==> src/rtl/spi_flash_responder.sv <==
// SPI mode-0 serial flash read responder (0x03; 0x0B too when FAST_READ_EN is defined).
// Pins pass through 2-flop synchronizers; a byte fetch is issued one byte ahead so output bytes stream back to back.
module spi_flash_responder (
    input  logic        clk,
    input  logic        rst,
    input  logic        sclk,
    input  logic        cs_n,
    input  logic        mosi,
    output logic        miso,
    output logic        rd_en,
    output logic [23:0] rd_addr,
    input  logic [7:0]  rd_data,
    output logic        active,
    output logic        bad_cmd
);

    typedef enum logic [2:0] {
        S_IDLE   = 3'd0,
        S_CMD    = 3'd1,
        S_ADDR   = 3'd2,
`ifdef FAST_READ_EN
        S_DUMMY  = 3'd3,
`endif
        S_DATA   = 3'd4,
        S_IGNORE = 3'd5
    } state_t;

    state_t      r_state, w_state_nxt;
    logic        r_sclk_s1, r_sclk_s2, r_sclk_d;
    logic        r_cs_s1, r_cs_s2, r_cs_d;
    logic        r_mosi_s1, r_mosi_s2;
    logic [1:0]  r_warm;
    logic        r_cs_armed;
    logic [4:0]  r_bit_cnt;
    logic [22:0] r_shift;
    logic [7:0]  r_tx_buf, r_tx_sr;
    logic [2:0]  r_tx_cnt;
    logic        r_fetch_pend, r_miso, r_rd_en, r_bad_cmd;
    logic [23:0] r_rd_addr;
`ifdef FAST_READ_EN
    logic        r_fast;
`endif
    logic        w_sclk_rise, w_sclk_fall, w_cs_fall, w_cs_rise;
    logic        w_issue_first, w_issue_next, w_bad;
    logic [7:0]  w_opcode;
    logic [23:0] w_addr;

    assign w_sclk_rise = r_sclk_s2 & ~r_sclk_d;
    assign w_sclk_fall = ~r_sclk_s2 & r_sclk_d;
    // Armed only once cs_n has been seen high after reset, so a transaction cut by reset is never resumed.
    assign w_cs_fall   = r_cs_armed & r_cs_d & ~r_cs_s2;
    assign w_cs_rise   = r_cs_s2 & ~r_cs_d;
    assign w_opcode    = {r_shift[6:0], r_mosi_s2};
    assign w_addr      = {r_shift, r_mosi_s2};

    always_ff @(posedge clk) begin
        if (rst) r_state <= S_IDLE;
        else     r_state <= w_state_nxt;
    end

    always_comb begin
        w_state_nxt   = r_state;
        w_issue_first = 1'b0;
        w_issue_next  = 1'b0;
        w_bad         = 1'b0;
        if (w_cs_rise) begin
            w_state_nxt = S_IDLE;
        end else begin
            case (r_state)
                S_IDLE: if (w_cs_fall) w_state_nxt = S_CMD;
                S_CMD: if (w_sclk_rise && r_bit_cnt == 5'd0) begin
                    if (w_opcode == 8'h03) w_state_nxt = S_ADDR;
`ifdef FAST_READ_EN
                    else if (w_opcode == 8'h0B) w_state_nxt = S_ADDR;
`endif
                    else begin
                        w_state_nxt = S_IGNORE;
                        w_bad       = 1'b1;
                    end
                end
                S_ADDR: if (w_sclk_rise && r_bit_cnt == 5'd0) begin
                    w_issue_first = 1'b1;
`ifdef FAST_READ_EN
                    w_state_nxt   = r_fast ? S_DUMMY : S_DATA;
`else
                    w_state_nxt   = S_DATA;
`endif
                end
`ifdef FAST_READ_EN
                S_DUMMY: if (w_sclk_rise && r_bit_cnt == 5'd0) w_state_nxt = S_DATA;
`endif
                // Rise sampling bit 7 of the current byte fetches the next one.
                S_DATA: if (w_sclk_rise && r_tx_cnt == 3'd7) w_issue_next = 1'b1;
                S_IGNORE: w_state_nxt = S_IGNORE;
                default: w_state_nxt = S_IDLE;
            endcase
        end
    end

    always_ff @(posedge clk) begin
        if (rst) begin
            {r_sclk_s1, r_sclk_s2, r_sclk_d} <= 3'b000;
            {r_cs_s1, r_cs_s2, r_cs_d}       <= 3'b111;
            {r_mosi_s1, r_mosi_s2}           <= 2'b00;
            r_warm       <= 2'd0;
            r_cs_armed   <= 1'b0;
            r_bit_cnt    <= 5'd0;
            r_shift      <= 23'd0;
            r_tx_buf     <= 8'd0;
            r_tx_sr      <= 8'd0;
            r_tx_cnt     <= 3'd0;
            r_fetch_pend <= 1'b0;
            r_miso       <= 1'b0;
            r_rd_en      <= 1'b0;
            r_rd_addr    <= 24'd0;
            r_bad_cmd    <= 1'b0;
`ifdef FAST_READ_EN
            r_fast       <= 1'b0;
`endif
        end else begin
            {r_sclk_s1, r_sclk_s2, r_sclk_d} <= {sclk, r_sclk_s1, r_sclk_s2};
            {r_cs_s1, r_cs_s2, r_cs_d}       <= {cs_n, r_cs_s1, r_cs_s2};
            {r_mosi_s1, r_mosi_s2}           <= {mosi, r_mosi_s1};
            if (r_warm != 2'd2) r_warm <= r_warm + 2'd1;
            r_cs_armed <= r_cs_armed | ((r_warm == 2'd2) & r_cs_s2);

            r_rd_en   <= w_issue_first | w_issue_next;
            r_bad_cmd <= w_bad;
            if (w_issue_first)     r_rd_addr <= w_addr;
            else if (w_issue_next) r_rd_addr <= r_rd_addr + 24'd1;
`ifdef FAST_READ_EN
            if (r_state == S_CMD && w_sclk_rise && r_bit_cnt == 5'd0)
                r_fast <= (w_opcode == 8'h0B);
`endif

            if (w_state_nxt == S_IDLE) begin
                r_bit_cnt <= 5'd0;
                r_shift   <= 23'd0;
            end else if (r_state == S_IDLE) begin
                r_bit_cnt <= 5'd7;
            end else if (w_sclk_rise && (r_state == S_CMD || r_state == S_ADDR
`ifdef FAST_READ_EN
                                         || r_state == S_DUMMY
`endif
                                         )) begin
                r_shift <= {r_shift[21:0], r_mosi_s2};
                if (r_bit_cnt != 5'd0)    r_bit_cnt <= r_bit_cnt - 5'd1;
                else if (r_state == S_CMD) r_bit_cnt <= 5'd23;
                else                       r_bit_cnt <= 5'd7;
            end

            // rd_data is valid the cycle after rd_en; hold it until the byte boundary fall.
            if (w_state_nxt == S_IDLE) begin
                r_fetch_pend <= 1'b0;
                r_tx_buf     <= 8'd0;
            end else begin
                r_fetch_pend <= r_rd_en;
                if (r_fetch_pend) r_tx_buf <= rd_data;
            end

            if (w_state_nxt != S_DATA) begin
                r_miso   <= 1'b0;
                r_tx_sr  <= 8'd0;
                r_tx_cnt <= 3'd0;
            end else if (r_state == S_DATA && w_sclk_fall) begin
                if (r_tx_cnt == 3'd0) begin
                    r_miso   <= r_tx_buf[7];
                    r_tx_sr  <= {r_tx_buf[6:0], 1'b0};
                    r_tx_cnt <= 3'd7;
                end else begin
                    r_miso   <= r_tx_sr[7];
                    r_tx_sr  <= {r_tx_sr[6:0], 1'b0};
                    r_tx_cnt <= r_tx_cnt - 3'd1;
                end
            end
        end
    end

    assign miso    = r_miso;
    assign rd_en   = r_rd_en;
    assign rd_addr = r_rd_addr;
    assign bad_cmd = r_bad_cmd;
    assign active  = (r_state != S_IDLE);

endmodule

==> config.mk <==
export PLATFORM = sky130hd
export DESIGN_NAME = spi_flash_responder
export DESIGN_NICKNAME = d
export VERILOG_FILES = /design/src/rtl/spi_flash_responder.sv
export SDC_FILE = /design/constraint.sdc
export NUM_CORES = 1
export LEC_CHECK = 0
export ABC_CLOCK_PERIOD_IN_PS = 1950
export BUFFER_PORTS_ARGS = -buffer_cell sky130_fd_sc_hd__buf_2
export CAP_MARGIN = 20
export CORE_MARGIN = 3
export CORE_UTILIZATION = 53
export CTS_CLUSTER_SIZE = 28
export DETAILED_ROUTE_END_ITERATION = 16
export PLACE_DENSITY = 0.74
export SLEW_MARGIN = 20
export SYNTH_ARGS = -nofsm -noshare
export SYNTH_HDL_FRONTEND = slang
export SYNTH_SLANG_ARGS = --single-unit
==> constraint.sdc <==
create_clock -name clk -period 1.95 [get_ports clk]
set_input_delay 0.195 -clock clk [delete_from_list [all_inputs] [get_ports clk]]
set_output_delay 0.195 -clock clk [all_outputs]
set_load 0.005 [all_outputs]
# Word level (Yosys, flattened, before mapping)
# Cells that the tools add are included.
# classes
addsub	4
eq_ne	9
mux	22
bitwise	15
n_reduce_logical	18
# ops
operator	count
2-to-1 mux 24 bit	2
adder 24 x 1 -> 24 bit, second input constant	1
2-to-1 mux 3 bit	8
one-hot mux 3 bit (5 select lines)	1
2-to-1 mux 5 bit	2
equality test 3 bit, second input constant	3
zero test 3 bit	3
equality test 8 x 2 -> 1 bit, second input constant	1
2-to-1 mux 1 bit	8
2-to-1 mux 8 bit	1
inverter 1 bit	7
AND 1 bit	6
zero test 5 bit	1
nonzero test 5 bit	1
subtractor 5 x 1 -> 5 bit, second input constant	1
logical AND 1 bit	4
nonzero test 2 bit	2
OR reduction 2 bit	2
OR reduction 4 bit	1
equality test 3 x 1 -> 1 bit, second input constant	1
equality test 3 x 2 -> 1 bit, second input constant	1
!= test 3 bit, second input constant	1
nonzero test 3 bit	1
OR reduction 3 bit	1
7 further kinds	8
# word_totals
reg_bits	89
in_bits	13
output_inout_bits	28
elab_cells	90

# Longest topological paths before layout
# Gate-level depths: netlist of the first run.
# depth
word_depth	8
mapped_depth	8
depth_no_buf	7

# Least setup slack after synthesis of the first run
# No wires, ideal clock.
# synth_timing
path_type	register to register
from	reg r_tx_cnt[0]
to	reg r_rd_addr[22] (netlist: rd_addr[22])
setup_ns	0.074
t_arrival_ns	1.819
required_ns	1.876
slack_ns	0.056
stages_incl_launch_ff	7
path_buffers	0
period_less_slack_ns	1.894
path_cell_list	dfxtp_1 -> ha_1 -> nand4b_1 -> nor4_4 -> nand4_1 -> or3_1 -> a31oi_1
# synth_between
elab_chain_len	6
# synth_lines
element	line	source
start: declaration	37	logic [2:0] r_tx_cnt;
start signal: assignment	173	r_tx_cnt <= r_tx_cnt - 3'd1;
equality test 3 bit	93	S_DATA: if (w_sclk_rise && r_tx_cnt == 3'd7) w_issue_next = 1'b1;
logical AND 1 bit	93	
2-to-1 mux 1 bit	93	
2-to-1 mux 1 bit	69	case (r_state)
2-to-1 mux 1 bit	66	if (w_cs_rise) begin
nonzero test 2 bit (no line)	-	
end signal: assignment	129	if (w_issue_first) r_rd_addr <= w_addr;
end signal: assignment	130	else if (w_issue_next) r_rd_addr <= r_rd_addr + 24'd1;
end: declaration	39	logic [23:0] r_rd_addr;
# No other way between the ends.
# A chain may end at the register's enable or synchronous reset.

# Worst setup path in the final report of the first run
# layout_timing
from	reg r_tx_cnt[1]
to	reg r_rd_addr[6] (netlist: rd_addr[6])
# Same word-level chain as after synthesis.

==> results.toml, run 1 <==
[synthesis]
seq_area_frac_synth_pct = 44.4
synth_flop_cell = "dfxtp_1"
synth_top_area_share_pct = 44.4
synth-edff-count = 0
yosysWarnings = 0
async_flop_share_pct = 0
syn-mean-instance-area_sq_um = 8.43
synth_area_sq_um = 3960
synth_largest_area_cell = "dfxtp_1"
ys_top_cells_by_area = "dfxtp_1 44%, nand2_1 6.9%, a21oi_1 5.6%, mux2i_1 4.0%, nor2_1 3.6%"
synth_cell_types = 50
synth_nets = 490
synthCells = 470
ys_ff_latch = 88

[power]
p_per_area_nw_per_um2 = 729
ir_worst_vdd_uv = 518
p_leak_nw = 1.70
finalPower_mw = 3.51

[layout]
final_common_cell = "dfxtp_1"
final_layout_size_suffix_gt1_share_pct = 23.2
syn2layout_area_growth_pct = 21.3
num_antenna_cells = 0
layout.nets = 554
n_fill_cell = 607
stdcell_count = 635
layout_common_cells = "85 x dfxtp_1, 72 x nand2_1, 44 x a21oi_1"

[run_status]
outcome = "finished clean"

[critical_path]
required_ns = 2.25
cp-start-kind = "flop"
cp_max_fo = 5
worst_ep_arrival_time_ns = 2.16
worstSetupPathType = "reg -> reg"
endpoint_kind = "flop"

[clocking]
clkTransAtPathRegs_ns = 0.09
htree_levels = 3
clock_latency_ns = 0.37
cts_sinks = 88
ctsRootBufferMaster = "clkbuf_8"
cts_tree = "built"
cts_buffer_depth = 2
cts_buffers = 9
ctsHoldBuffers = 0

[placed_design]
port_buffers = 40
place_hpwl_mm = 6.78
dp_slack_ns = 0.0333
gp_congestion = 0.900
placed_cells = 615

[timing]
finalSetupViolCount = 0
drv_slew = 0
fin_ws_ns = 0.0856
slew_headroom_pct = 64.7
min_period_ns = 1.86
worstMarginPinSlew_ns = 0.529
rsz0062_at_grt = "yes"
hold_violations = 0
setup_tns_ns = 0
fmax_ghz = 0.536
period_share_pct = 95.6
skew_ns = 0.00694
holdWs_ns = 0.0156

[grt]
grt_antenna_before_repair = 0
grt_overflow = 0
grt_pass1_vias = 3355
grt_first_pass_wirelength_mm = 16.2
grt_usage_pct = 23.7
grt_max_degree = 30

[detailed_routing]
initialDrtViolationCount = 258
drc = 0
num_vias = 3619
vias_per_cell = 5.70
ant_nets = 0
dr.pass1.iters = 5
drt-total-wl_mm = 9.79
wl_per_cell_um = 15.4

[floorplanning]
rows = 30
die-area_sq_um = 8550
die_h_um = 92.5
die_x_um = 92.5
io_pins = 41
start_util_pct = 56.5
core_area_sq_um = 7020

[worst_hold_path]
hp-class = "in -> reg"

[job]
maxCapViolations = 0
-- cells by family after synthesis --
logic type               share of synthesized area, %
buffers and inverters                            4.01
flip-flops                                       44.4
AO/OA/AOI/OAI                                    14.8
multiplexers                                     4.04
XOR/XNOR                                         2.65
adder cells (fa/ha/maj)                          2.21
AND/OR/NAND/NOR                                  27.8
-- stage by stage --
| step | utilization (%) | instance area [sq um] |
|---|---|---|
| after floorplan | - | 3960 |
| after global placement | 63.8 | 4480 |
| after detailed placement | 63.8 | 4480 |
| after CTS | 67.1 | 4710 |
| after global routing | 68.5 | 4810 |
| final | 68.5 | 4810 |
-- path summary, 6_finish.rpt --
path,start,end,slack (ns),cells after the start
max,r_tx_cnt[1],rd_addr[6],0.09,7
min reg2reg,r_cs_s1,r_cs_s2,0.43,1
max reg2reg,r_tx_cnt[1],rd_addr[6],0.09,7
min,cs_n,r_cs_s1,0.02,2
-- per-layer routing --
metal,global-route usage [%],wire length (um),vias to the layer above
met3,5.04,392,18
met5,0,0,-
li1,-,-,1804
met4,8.04,146,0
met1,31.9,4630,1717
met2,37.8,4620,80
-- critical path: stages (launching register included) --
cell and delay (ns):
dfxtp_1 0.37, ha_1 0.16, nand4b_1 0.17, buf_6 0.19, nor3_4 0.30, nand2_2 0.12, or3_1 0.32, a31oi_1 0.16
-- power breakdown --
part / switching, mW / internal [mW] / leakage [nW]
Combinational: 0.119 / 0.0941 / 0.875
Sequential: 0.0237 / 1.83 / 0.713
Clock: 0.702 / 0.737 / 0.114
-- state kept, by name (all words and copies together) (netlist names), 2 cells and up --
signal	cells
r_bit_cnt	5
r_shift	23
r_state	3
r_tx_buf	8
r_tx_cnt	3
r_tx_sr	7
r_warm	2
rd_addr	24
-- cell usage after synthesis, drive strengths merged (3+ instances only) --
| cell | number |
|---|---|
| nor3b | 3 |
| nor2 | 38 |
| inv | 10 |
| or2 | 6 |
| a31oi | 11 |
| nor2b | 11 |
| nand4 | 16 |
| clkbuf | 16 |
| nand2b | 5 |
| nor4b | 4 |
| nand3 | 19 |
| buf | 11 |
| nand2 | 74 |
| o21ai | 18 |
| nor3 | 12 |
| and3 | 4 |
| mux2i | 16 |
| xor2 | 10 |
| a21oi | 44 |
| ha | 7 |
| nand4b | 3 |
| a211oi | 10 |
| or3 | 4 |
| a311oi | 3 |
| dfxtp | 88 |
| nor4 | 8 |
-- cell type report --
type / count / area [sq um] / area share (%)
multi-input cells: 345 / 2100 / 43.7
clock inverters: 7 / 104 / 2.16
flip-flops and latches: 88 / 1770 / 36.8
well taps: 96 / 120 / 2.50
clock buffers: 9 / 124 / 2.58
inverters: 10 / 37.5 / 0.780
repair buffers: 80 / 553 / 11.5
-- timing repair --
| action | CTS | global route |
|---|---|---|
| pin swaps | 0 | 3 |
| gates resized for setup | 0 | 21 |
| endpoints found under the setup margin | 1 | 26 |
| setup buffers | 1 | 3 |
Power figures use the tool's default switching activity.
==> inputs of run 2 (changes only) <==
--- a/config.mk
+++ b/config.mk
@@ -13,6 +13,7 @@
 export CTS_CLUSTER_SIZE = 28
 export DETAILED_ROUTE_END_ITERATION = 16
 export PLACE_DENSITY = 0.74
+export RECOVER_POWER = 25
 export SLEW_MARGIN = 20
 export SYNTH_ARGS = -nofsm -noshare
 export SYNTH_HDL_FRONTEND = slang
==> results.toml, run 2 (synthesis gave the netlist of run 1 again) <==
[layout]
layout_common_cells = "85 x dfxtp_1, 72 x nand2_1, 44 x a21oi_1"
largest_reg_flops = 24
syn2layout_area_growth_pct = 20.9
ff_latch_area_sq_um = 1770
layout.nets = 554
n_fill_cell = 609
stdcell_count = 635
fin_area_sq_um = 4790
final_layout_size_suffix_gt1_share_pct = 21.3
num_antenna_cells = 0
fin_util_pct = 68.3
multi_input_area_sq_um = 2100
final_common_cell = "dfxtp_1"

[grt]
grt_pass1_vias = 3355
grt_first_pass_wirelength_mm = 16.2
grt_overflow = 0
grt_antenna_before_repair = 0
grt_max_degree = 30
grt_usage_pct = 23.7

[critical_path]
cp_max_fo = 5
endpoint_kind = "flop"
worstSetupPathType = "reg -> reg"
worst_ep_arrival_time_ns = 2.15
required_ns = 2.25
cp-start-kind = "flop"

[clocking]
ctsRootBufferMaster = "clkbuf_8"
clock_latency_ns = 0.36
clkTransAtPathRegs_ns = 0.09
htree_levels = 3
cts_buffers = 9
cts_sinks = 88
ctsHoldBuffers = 0
cts_buffer_depth = 2
cts_tree = "built"

[power]
p_per_area_nw_per_um2 = 731
ir_worst_vdd_uv = 518
p_leak_nw = 1.66

[detailed_routing]
dr.pass1.iters = 5
ant_nets = 0
initialDrtViolationCount = 232
vias_per_cell = 5.69
drc = 0
wl_per_cell_um = 15.5
drt-total-wl_mm = 9.81
num_vias = 3615

[timing]
skew_ns = 0.00558
rsz0062_at_grt = "yes"
finalSetupViolCount = 0
period_share_pct = 95.2
worstMarginPinSlew_ns = 0.528
fin_ws_ns = 0.0937
drv_slew = 0
min_period_ns = 1.86
fmax_ghz = 0.539
hold_violations = 0
slew_headroom_pct = 64.8

[placed_design]
placed_cells = 615
gp_congestion = 0.900
port_buffers = 40
place_hpwl_mm = 6.78
dp_slack_ns = 0.0333
placed_cell_area_sq_um = 4480

[floorplanning]
io_pins = 41
start_util_pct = 56.5
die_h_um = 92.5
die_x_um = 92.5
core_area_sq_um = 7020
die-area_sq_um = 8550
rows = 30

[run_status]
outcome = "finished clean"

[job]
maxCapViolations = 0

[worst_hold_path]
hp-class = "in -> reg"
run 2: power breakdown:
| group | internal (mW) | switching [mW] | leakage, nW |
|---|---|---|---|
| Clock | 0.737 | 0.698 | 0.114 |
| Sequential | 1.83 | 0.0236 | 0.713 |
| Combinational | 0.0935 | 0.118 | 0.832 |
run 2: critical path, stage by stage (launching register included):
cell	delay, ns
dfxtp_1	0.37
ha_1	0.16
nand4b_1	0.17
buf_6	0.19
nor3_4	0.31
nand2_2	0.12
or3_1	0.32
a31oi_1	0.16
run 2: repair_timing:
action                                 in CTS  in global routing
setup buffers                               1                  3
endpoints found under the hold margin       0                  0
pin swaps                                   0                  3
cloned                                      0                  0
resized for setup                           0                 21
setup endpoints to repair                   1                 26
run 2: final cells by class:
| class | instances | share of cell area [%] |
|---|---|---|
| timing repair buffer | 80 | 11.2 |
| clock buffer | 9 | 2.58 |
| multi-input combinational | 345 | 43.9 |
| sequential | 88 | 36.9 |
| clock inverter | 7 | 2.17 |
| inverter | 10 | 0.783 |
| tap | 96 | 2.51 |
run 2: stage by stage:
stage / setup TNS, ns / power [mW] / hold slack [ns]
floorplan: 0 / 2.02 / 0.299
global placement: 0 / 2.08 / 0.386
detailed placement: 0 / 2.09 / 0.386
CTS: 0 / 3.52 / 0.00216
global route: -0.155 / 3.64 / 0.000976
finish: 0 / 3.50 / 0.0149
run 2: per-layer routing:
layer | share of wire (%) | track usage (%)
met5 | 0 | 0
met4 | 1.6 | 8.04
met3 | 5.0 | 5.04
met2 | 47 | 37.8
met1 | 46 | 31.9
run 2: worst paths after layout:
path | cells after the start | slack, ns | startpoint | to
max | 7 | 0.09 | r_tx_cnt[1] | rd_addr[6]
min | 2 | 0.01 | cs_n | r_cs_s1
max reg2reg | 7 | 0.09 | r_tx_cnt[1] | rd_addr[6]
min reg2reg | 1 | 0.43 | r_cs_s1 | r_cs_s2
